## src/rtl/core_types_pkg.sv

```systemverilog
// ---------------------------------------------------------------------------
// core_types_pkg
//   Shared sizing constants for the core's return address stack.
//   RAS_ENTRIES      : stack depth (must be a power of two so the top pointer
//                      wraps by plain modulo arithmetic)
//   RAS_INDEX_WIDTH  : width of the top-of-stack pointer
//   RAS_TARGET_WIDTH : width of a stored return target, PC[31:1]
//   RAS_COUNT_WIDTH  : width of the occupancy counter, 0..RAS_ENTRIES
// ---------------------------------------------------------------------------
package core_types_pkg;

    localparam int RAS_ENTRIES      = 8;
    localparam int RAS_INDEX_WIDTH  = $clog2(RAS_ENTRIES);
    localparam int RAS_TARGET_WIDTH = 31;
    localparam int RAS_COUNT_WIDTH  = RAS_INDEX_WIDTH + 1;

    typedef logic [RAS_TARGET_WIDTH-1:0] ras_target_t;
    typedef logic [RAS_INDEX_WIDTH-1:0]  ras_index_t;
    typedef logic [RAS_COUNT_WIDTH-1:0]  ras_count_t;

endpackage

```

## src/rtl/ras.sv

```systemverilog
// ---------------------------------------------------------------------------
// ras -- return address stack for the branch predictor.
//   A circular array of RAS_ENTRIES return targets held in flops, a pointer to
//   the top entry and an occupancy count. Calls push, returns pop, and a
//   mispredict restores the pointer/count checkpointed with the branch.
//
// Ports
//   CLK              in   clock
//   nRST             in   asynchronous active-low reset
//   link_valid       in   push request (call predicted this cycle)
//   link_target      in   return address to push
//   ret_valid        in   pop request (return predicted this cycle)
//   ret_target       out  current top-of-stack target
//   ret_empty        out  occupancy is zero
//   ras_index        out  current top pointer (checkpoint value)
//   ras_count        out  current occupancy (checkpoint value)
//   update_valid     in   mispredict restore request, wins over push/pop
//   update_ras_index in   checkpointed pointer to restore
//   update_ras_count in   checkpointed occupancy to restore
// ---------------------------------------------------------------------------
module ras
    import core_types_pkg::*;
(
    input  logic                        CLK,
    input  logic                        nRST,
    input  logic                        link_valid,
    input  logic [RAS_TARGET_WIDTH-1:0] link_target,
    input  logic                        ret_valid,
    output logic [RAS_TARGET_WIDTH-1:0] ret_target,
    output logic                        ret_empty,
    output logic [RAS_INDEX_WIDTH-1:0]  ras_index,
    output logic [RAS_COUNT_WIDTH-1:0]  ras_count,
    input  logic                        update_valid,
    input  logic [RAS_INDEX_WIDTH-1:0]  update_ras_index,
    input  logic [RAS_COUNT_WIDTH-1:0]  update_ras_count
);

    ras_target_t entries [RAS_ENTRIES];
    ras_index_t  ptr;
    ras_count_t  count;

    ras_index_t  ptr_inc;
    ras_index_t  ptr_dec;
    logic        full;

    // Pointer arithmetic wraps naturally because the depth is a power of two.
    assign ptr_inc = ptr + RAS_INDEX_WIDTH'(1);
    assign ptr_dec = ptr - RAS_INDEX_WIDTH'(1);
    assign full    = (count == RAS_COUNT_WIDTH'(RAS_ENTRIES));

    // Zero-latency read of the current state.
    assign ret_target = entries[ptr];
    assign ret_empty  = (count == '0);
    assign ras_index  = ptr;
    assign ras_count  = count;

    // Stack update. A restore overrides any push/pop in the same cycle.
    // A push and a pop together replace the top entry in place. A push when
    // full silently overwrites the oldest entry; a pop when empty is ignored.
    always_ff @(posedge CLK or negedge nRST) begin
        if (!nRST) begin
            for (int i = 0; i < RAS_ENTRIES; i++) begin
                entries[i] <= '0;
            end
            ptr   <= '0;
            count <= '0;
        end else if (update_valid) begin
            ptr   <= update_ras_index;
            count <= update_ras_count;
        end else if (link_valid && ret_valid) begin
            entries[ptr] <= link_target;
        end else if (link_valid) begin
            ptr              <= ptr_inc;
            entries[ptr_inc] <= link_target;
            if (!full) begin
                count <= count + RAS_COUNT_WIDTH'(1);
            end
        end else if (ret_valid && (count != '0)) begin
            ptr   <= ptr_dec;
            count <= count - RAS_COUNT_WIDTH'(1);
        end
    end

endmodule

```

## config.mk

```make
export PLATFORM = sky130hd
export DESIGN_NAME = ras
export DESIGN_NICKNAME = d
export VERILOG_FILES = /design/src/rtl/core_types_pkg.sv /design/src/rtl/ras.sv
export SDC_FILE = /design/constraint.sdc
export NUM_CORES = 1
export LEC_CHECK = 0
export ABC_AREA = 1
export BUFFER_PORTS_ARGS = -buffer_cell sky130_fd_sc_hd__buf_4
export CORE_MARGIN = 3
export CORE_UTILIZATION = 26
export DETAILED_ROUTE_END_ITERATION = 7
export PLACE_DENSITY = 0.41
export SYNTH_ARGS = -nofsm -noshare
export SYNTH_HDL_FRONTEND = slang
export SYNTH_SLANG_ARGS = --single-unit
```

## constraint.sdc

```tcl
create_clock -name CLK -period 3.1 [get_ports CLK]
set_input_delay 0.31 -clock CLK [delete_from_list [all_inputs] [get_ports CLK]]
set_output_delay 0.31 -clock CLK [all_outputs]
set_load 0.02 [all_outputs]
```

==> results.ini, run 1 <==
[pwr]
peakVddDrop_mv = 0.4239
power_density_mw_per_mm2 = 912.5
p_leak_nw = 7.104

[synthesis]
syn-num-nets = 1617
syn_avg_cell_area_um2 = 7.825
yosysTopAreaCell = dfrtp_1
synth_edf_count = 0
synth_top_cell_area_share = 0.5198
synth_common_cells = nand2_1, dfrtp_1, nand3_1, o21ai_0, a21oi_1
synthDistinctLibCells = 27
yosys.area_share.simple = 0.2853
synth-adder-area-share = 0.005707
synth_xor_area_frac = 0.0007134
ys_warn_count = 0
yosys_register_bits = 255
ys.flop_type = dfrtp_1
synth_top_family_by_area = simple AND/OR/NAND/NOR gates
ys_seq_area_frac = 0.5198
synth-async-reset-ratio = 1.000
synthTopCellsByArea = dfrtp_1, nand2_1, nand3_1
syn_area_mm2 = 0.01228
synthMuxAreaShare = 0
syn_inst = 1569
synth_most_common_cell = nand2_1
synth_compound_area_frac = 0.1205

[clock_tree]
cts_root_buffer = clkbuf_16
cts_buffers = 30
clock-sinks = 255
post_cts_buffers = 0
insertion_delay_ns = 0.56
cts_resized = 0
htreeDepth = 1
clk_pin_slew_ns = 0.06
cts_tree = built
clock_path_buffers = 3
ctsHoldBuffers = 6

[floorplan]
ios = 82
die_h_um = 223.3
num_rows = 78
dieArea_mm2 = 0.04986
core_area_mm2 = 0.04597
die_w_um = 223.3
initial_core_util = 0.2671

[worst_setup_path]
slowest_delay_ns = 0.62
cp.arrival_ns = 2.55
cp.depth = 7
path_delay_family = buffers and inverters
end_kind = primary output
required_ns = 2.79
slowest_stage = dfrtp_4
criticalPathCategory = flop to primary output
ff2ff_path_depth = 8
critPathBufInv = 3
cp-start-kind = flop
path_cells = inv_4 > buf_12 > nand2_1 > a21oi_1 > o21ai_0 > nand4_1 > buf_4
worstPathMaxFanout = 83

[sta]
period_share = 0.9235
min_period_ns = 2.863
setup_slack_ns = 0.2371
finClkSkew_ns = 0.005424
hold_ws_ns = 0.02444
worst_slew_margin_rel = 0.5315
hold_violations = 0
rsz0062_at_grt = no
setup-violations-final = 0
tns_ns = 0
finalMaxSlewViolations = 0
worst_pin_slew_ns = 0.7027
fmax_ghz = 0.3493

[outcome]
status = completed

[routing]
finalWirelength_um = 44170
via_count = 10840
routed_via_density = 4.831
drt.antenna.violating_nets = 0
initialDrtViolationCount = 807
firstDrtPassIters = 6
remaining_drc_errors = 0
post_drt_wl_per_cell_um = 19.69

[place]
placed_area_mm2 = 0.01352
dp_hpwl_um = 26260
gp_congestion = 0.7571
io_buffers = 81
pre_cts_slack_ns = 0.6037

[global_route]
antenna_found_initial = 1
grt_max_degree = 84
track_usage = 0.1764
use_met1 = 0.2328
gr-max-usage-layer = met2
use_met3 = 0.02513
grt_pass1_wl_um = 69010
grt-ovfl-total = 0
grt_use_met2 = 0.3026
grt_pass1_vias = 11080

[hold_path]
min_path_type = input port to flop
worstHoldPathCells = 3

[layout]
register_area_mm2 = 0.006390
fin_util = 0.3180
multi_input_area_mm2 = 0.005087
drive_gt1_frac = 0.1194
syn2layout_area_growth_pct = 19.08
fin_area_mm2 = 0.01462
fillers = 4895
nets = 1668

[flow_run]
maxCapViolations = 0

per-layer routing:
| layer | vias to the layer above | part of all wire | routed length [µm] |
|---|---|---|---|
| met1 | 5286 | 0.45 | 19830 |
| met5 | - | 0 | 0 |
| met2 | 244 | 0.49 | 21490 |
| li1 | 5249 | - | - |
| met3 | 58 | 0.042 | 1868 |
| met4 | 0 | 0.022 | 980 |
logic make-up (layout without fill, tap and decap cells):
logic type	count (synthesis)	after routing
fa+ha+maj	5	5
buf+inv	183	256
simple gates	837	837
flops	255	255
compound gates	288	288
other cells	0	1
xor+xnor	1	1
cell type report:
| type | count | area share |
|---|---|---|
| Antenna cell | 1 | 0.0001712 |
| Clock buffer | 45 | 0.06077 |
| Clock inverter | 9 | 0.01027 |
| Inverter | 71 | 0.01840 |
| Multi-Input combinational cell | 1131 | 0.3480 |
| Sequential cell | 255 | 0.4371 |
| Tap cell | 600 | 0.05135 |
| Timing Repair Buffer | 131 | 0.07395 |
state kept, by name (all words and copies together), names as in the netlist:
signal     flops
entries      248
ras_count      4
ras_index      3
worst min-delay path, stage by stage:
cell,delay (ns)
buf_4,0.11
nand3_1,0.07
nand2_1,0.06
power by group:
group	switching [W]	internal [W]
logic	0.00262	0.00147
registers	0.000791	0.00473
clock network	0.00143	0.00230
total	0.00484	0.00850
cell usage in the layout (no fill, tap or decap), types with 5 or more instances in the layout:
master | netlist | final
o21ai_1 | 53 | 53
a21oi_1 | 107 | 107
nor2_1 | 25 | 25
inv_2 | 6 | 5
inv_1 | 65 | 65
nand2_1 | 599 | 597
dlygate4sd3_1 | 0 | 6
clkbuf_8 | 0 | 6
nand3_1 | 145 | 145
nand4_1 | 60 | 60
clkbuf_16 | 0 | 31
nand2_2 | 6 | 8
o21ai_0 | 118 | 118
dfrtp_1 | 255 | 252
buf_12 | 0 | 6
buf_4 | 10 | 118
clkbuf_1 | 17 | 8
per-stage QoR:
| stage | std cells | power [W] |
|---|---|---|
| final | 2243 | 0.01334 |
| after floorplan | 1569 | 0.008060 |
| after global routing | 2243 | 0.01437 |
| after CTS | 2242 | 0.01351 |
| after global placement | 2182 | 0.009658 |
| after detailed placement | 2182 | 0.009700 |
path summary, 6_finish.rpt:
check / end / start / slack, ns
max: ret_target[12] / ras_index[0] / 0.24
max in group asynchronous: entries[160] / nRST / 1.94
min reg2reg: entries[92] / entries[92] / 0.47
max reg2reg: entries[246] / ras_index[0] / 0.62
min: entries[85] / link_target[23] / 0.02
min in group asynchronous: entries[60] / nRST / 0.31
(Power assumes the default switching activity.)
==> run 2: changes to the inputs <==
--- a/config.mk
+++ b/config.mk
@@ -9,6 +9,7 @@
 export BUFFER_PORTS_ARGS = -buffer_cell sky130_fd_sc_hd__buf_4
 export CORE_MARGIN = 3
 export CORE_UTILIZATION = 26
+export CTS_CLUSTER_SIZE = 12
 export DETAILED_ROUTE_END_ITERATION = 7
 export PLACE_DENSITY = 0.41
 export SYNTH_ARGS = -nofsm -noshare
==> constraint.sdc (replaced) <==
create_clock -name CLK -period 3.1 [get_ports CLK]
set_input_delay 0.31 -clock CLK [delete_from_list [all_inputs] [get_ports CLK]]
set_output_delay 0.31 -clock CLK [all_outputs]
set_load 0.1 [all_outputs]
==> run 2 against run 1 <==
Against the previous run: clock-buffer cell count up 7; highest routed layer unchanged; register-to-register slack better by 0.03 ns; largest power group is now combinational cells; via count up 1.1%; largest cell class unchanged.
==> results.ini, run 2 (synthesis gave the netlist of run 1 again) <==
[global_route]
grt_pass1_wl_um = 70430
grt-ovfl-total = 0
antenna_found_initial = 0
track_usage = 0.1826
grt_max_degree = 93
grt_pass1_vias = 10980

[pwr]
p_leak_nw = 7.159
peakVddDrop_mv = 0.6885
power_density_mw_per_mm2 = 1001

[floorplan]
num_rows = 78
die_h_um = 223.3
ios = 82
initial_core_util = 0.2671
core_area_mm2 = 0.04597
die_w_um = 223.3
dieArea_mm2 = 0.04986

[layout]
regMostFlops = entries
diodes = 0
final_cell_mix = nand2_1, dfrtp_1, nand3_1, buf_4, o21ai_0
nets = 1682
syn2layout_area_growth_pct = 19.80
largest_register_ffs = 248
register_area_mm2 = 0.006390
drive_gt1_frac = 0.1213
fin_area_mm2 = 0.01471
fillers = 4888
final_common_cell = nand2_1
multi_input_area_mm2 = 0.005092

[worst_setup_path]
worst_path_most_repeated_cell = buf_4
worstPathMaxFanout = 20
slowest_stage = dfrtp_4
slowest_delay_ns = 0.61
criticalPathCategory = flop to primary output
required_ns = 2.79
path_cells = inv_4 > nand3_1 > inv_1 > buf_4 > a21oi_1 > nand4_1 > buf_4
cp.arrival_ns = 2.70
end_kind = primary output
cp-start-kind = flop

[sta]
rsz0062_at_grt = no
worst_slew_margin_rel = 0.4670
finalMaxSlewViolations = 0
min_period_ns = 3.013
tns_ns = 0
hold_violations = 0
worst_pin_slew_ns = 0.7994
finClkSkew_ns = 0.01986
period_share = 0.9720
setup-violations-final = 0
fmax_ghz = 0.3319

[place]
dp_hpwl_um = 27320
io_buffers = 81
placed_area_mm2 = 0.01359
gp_congestion = 0.7636

[clock_tree]
cts_root_buffer = clkbuf_16
clock-sinks = 255
clk_pin_slew_ns = 0.06
post_cts_buffers = 0
cts_buffers = 31
clock_path_buffers = 3
cts_tree = built
htreeDepth = 1
insertion_delay_ns = 0.59

[routing]
initialDrtViolationCount = 740
drt.antenna.violating_nets = 0
remaining_drc_errors = 0
via_count = 10960
routed_via_density = 4.854
finalWirelength_um = 46300
firstDrtPassIters = 5
post_drt_wl_per_cell_um = 20.51

[hold_path]
min_path_type = input port to flop

[flow_run]
maxCapViolations = 0

[outcome]
status = completed

run 2: power breakdown:
| group | internal (W) | switching (W) |
|---|---|---|
| registers | 0.00473 | 0.000788 |
| logic | 0.00151 | 0.00421 |
| clock network | 0.00203 | 0.00145 |
| total | 0.00827 | 0.00645 |
run 2: final cells by class:
| type | instances | area share |
|---|---|---|
| Inverter | 71 | 0.01829 |
| Timing Repair Buffer | 144 | 0.08481 |
| Multi-Input combinational cell | 1131 | 0.3462 |
| Tap cell | 600 | 0.05104 |
| Sequential cell | 255 | 0.4345 |
| Clock inverter | 4 | 0.001616 |
| Clock buffer | 52 | 0.06355 |
run 2: what timing repair did:
item | 4_1_cts | 5_1_grt
hold buffers | 12 | 0
hold endpoints to repair | 115 | 0
gates resized for setup | 0 | 3
endpoints found under the setup margin | 0 | 9
run 2: worst paths after layout:
kind | startpoint | endpoint | slack [ns] | depth (start not counted)
max in group asynchronous | nRST | entries[190] | 1.83 | 3
min reg2reg | entries[87] | entries[87] | 0.47 | 2
max reg2reg | ras_index[0] | entries[228] | 0.65 | 9
min | link_target[21] | entries[52] | 0.02 | 3
min in group asynchronous | nRST | entries[243] | 0.39 | 2
max | ras_index[0] | ret_target[12] | 0.09 | 7
run 2: layer usage:
metal / share of wire / track usage
met5: 0 / 0
met4: 0.020 / 0.04532
met3: 0.042 / 0.02579
met2: 0.47 / 0.3087
met1: 0.46 / 0.2465
run 2: stage by stage:
step             util  setup WS, ns  hold slack (ns)  power, W  std cells
2_1_floorplan       -       0.05222          0.01441  0.009607       1569
3_3_place_gp   0.2956        0.6399           0.4331   0.01123       2188
3_5_place_dp   0.2956        0.6158           0.4299   0.01129       2188
4_1_cts        0.3191      0.006008        0.0002216   0.01487       2256
5_1_grt        0.3200       0.01066          0.01940   0.01569       2257
6_report       0.3200       0.08692          0.01614   0.01473       2257
run 2: worst max-delay path: cells and delay by family (launching register included):
family / cells / cell delay, ns
AOI/OAI and AO/OA: 1 / 0.14
buffers and inverters: 4 / 0.97
DFF: 1 / 0.61
and+or+nand+nor: 2 / 0.39
==> run 3: changes to the inputs <==
--- a/config.mk
+++ b/config.mk
@@ -7,6 +7,7 @@
 export LEC_CHECK = 0
 export ABC_AREA = 1
 export BUFFER_PORTS_ARGS = -buffer_cell sky130_fd_sc_hd__buf_4
+export CORE_ASPECT_RATIO = 0.7
 export CORE_MARGIN = 3
 export CORE_UTILIZATION = 26
 export CTS_CLUSTER_SIZE = 12
==> run 3 against run 2 <==
Against the previous run: wire length down 1.4%; non-clock buffer count down 6; sequential power about the same; die area about the same; global-route usage down 0.17 points.
==> results.ini, run 3 (synthesis gave the netlist of run 1 again) <==
[worst_setup_path]
criticalPathCategory = flop to primary output
end_kind = primary output
critPathBufInv = 4
worst_path_most_repeated_cell = buf_4
r2r_slack_ns = 0.66
required_ns = 2.79
cp.depth = 7
ff2ff_path_depth = 13
slowest_delay_ns = 0.58
r2r_start = ras_index[1]
cp.arrival_ns = 2.56
slowest_stage = dfrtp_4
cp-start-kind = flop
path_delay_family = buffers and inverters
worstPathMaxFanout = 16
regToRegEndpoint = entries[76]
path_cells = inv_4 > nand3_2 > clkinvlp_4 > buf_4 > a21oi_1 > nand4_1 > buf_4

[floorplan]
initial_core_util = 0.2676
ios = 82
die_h_um = 187.8
die_w_um = 265.7
dieArea_mm2 = 0.04990
core_area_mm2 = 0.04587
num_rows = 65

[sta]
min_period_ns = 2.870
setup-violations-final = 0
finClkSkew_ns = 0.02251
rsz0062_at_grt = no
hold_violations = 0
hold_ws_ns = 0.02670
worst_slew_margin_rel = 0.4809
period_share = 0.9258
tns_ns = 0
worst_pin_slew_ns = 0.7787
fmax_ghz = 0.3485
finalMaxSlewViolations = 0

[global_route]
grt-ovfl-total = 0
grt_max_degree = 91
grt_pass1_wl_um = 69950
track_usage = 0.1809
grt_pass1_vias = 10940
antenna_found_initial = 1

[flow_run]
maxCapViolations = 0

[layout]
fin_util = 0.3195
final_cell_mix = nand2_1, dfrtp_1, nand3_1, buf_4, o21ai_0
stdcell_count = 2251
drive_gt1_frac = 0.1244
regMostFlops = entries
register_area_mm2 = 0.006390
syn2layout_area_growth_pct = 19.36
final_common_cell = nand2_1
multi_input_area_mm2 = 0.005101
diodes = 0
fillers = 4950
nets = 1675
largest_register_ffs = 248

[hold_path]
min_path_type = input port to flop
hp-start = link_target[21]
min_to = entries[114]
worstHoldPathCells = 3

[clock_tree]
htreeDepth = 1
cts_buffers = 29
clk_pin_slew_ns = 0.06
clock-sinks = 255
cts_tree = built
insertion_delay_ns = 0.57
cts_root_buffer = clkbuf_16
clock_path_buffers = 3

[place]
place_inst = 2189
io_buffers = 81
dp_hpwl_um = 27070
gp_congestion = 0.7645

[routing]
drt.antenna.violating_nets = 0
finalWirelength_um = 45640
remaining_drc_errors = 0
initialDrtViolationCount = 846
post_drt_wl_per_cell_um = 20.28
firstDrtPassIters = 5
via_count = 10920
routed_via_density = 4.851

[pwr]
power_density_mw_per_mm2 = 1001
peakVddDrop_mv = 0.8052
p_leak_nw = 7.109

[outcome]
status = completed

-- run 3: area by class of cell --
cell class              count  area share
repair inverters            1   0.0003415
repair buffers            138     0.08205
inverters                  71     0.01861
well taps                 603     0.05149
multi-input cells        1131      0.3481
flip-flops and latches    255      0.4360
clock buffers              41     0.05533
clock inverters            11    0.008026
-- run 3: worst max path at each step --
stage | from | end | slack [ns]
floorplan | ras_index[0] | ret_target[23] | 0.05
global placement | ras_index[1] | ret_target[7] | 0.58
detailed placement | ras_index[1] | ret_target[20] | 0.56
CTS | ras_index[0] | ret_target[2] | 0.04
global route | ras_index[0] | ret_target[2] | 0.07
finish | ras_index[0] | ret_target[7] | 0.23
-- run 3: power breakdown --
part           internal [W]  switching (W)  total, W  leakage (nW)
registers           0.00473       0.000791   0.00553          3.20
clock network       0.00198        0.00144   0.00343         0.453
logic               0.00152        0.00421   0.00572          3.46
-- run 3: what timing repair did --
| action | CTS | global route |
|---|---|---|
| cloned | 0 | 2 |
| hold buffers | 7 | 0 |
| gates resized for setup | 1 | 4 |
| endpoints found under the setup margin | 2 | 8 |
| endpoints found under the hold margin | 90 | 0 |
| buffers inserted | 0 | 1 |
-- run 3: metrics by stage --
step                      power, W  area, µm²  worst slack [ns]
final                      0.01467      14650            0.2302
after global routing       0.01566      14650           0.06736
after CTS                  0.01479      14590           0.04269
after floorplan           0.009607      12280           0.05222
after detailed placement   0.01128      13590            0.5632
after global placement     0.01121      13590            0.5819
-- run 3: worst register-to-register path, cell delays in order, from the launching register on --
cell	delay [ns]
dfrtp_4	0.43
buf_12	0.41
ha_1	0.27
inv_1	0.04
nand2_1	0.07
nand2_2	0.11
inv_2	0.09
nand3_1	0.07
nand2_1	0.11
buf_4	0.24
nand2_1	0.10
buf_4	0.26
nand2_1	0.09
nand2_1	0.05
-- run 3: layer usage --
layer | vias to the layer above | GRT usage | routed length, µm
li1 | 5266 | - | -
met1 | 5383 | 0.2668 | 22930
met2 | 220 | 0.2872 | 20270
met3 | 48 | 0.02545 | 1787
met4 | 2 | 0.02739 | 641
met5 | - | 0 | 11
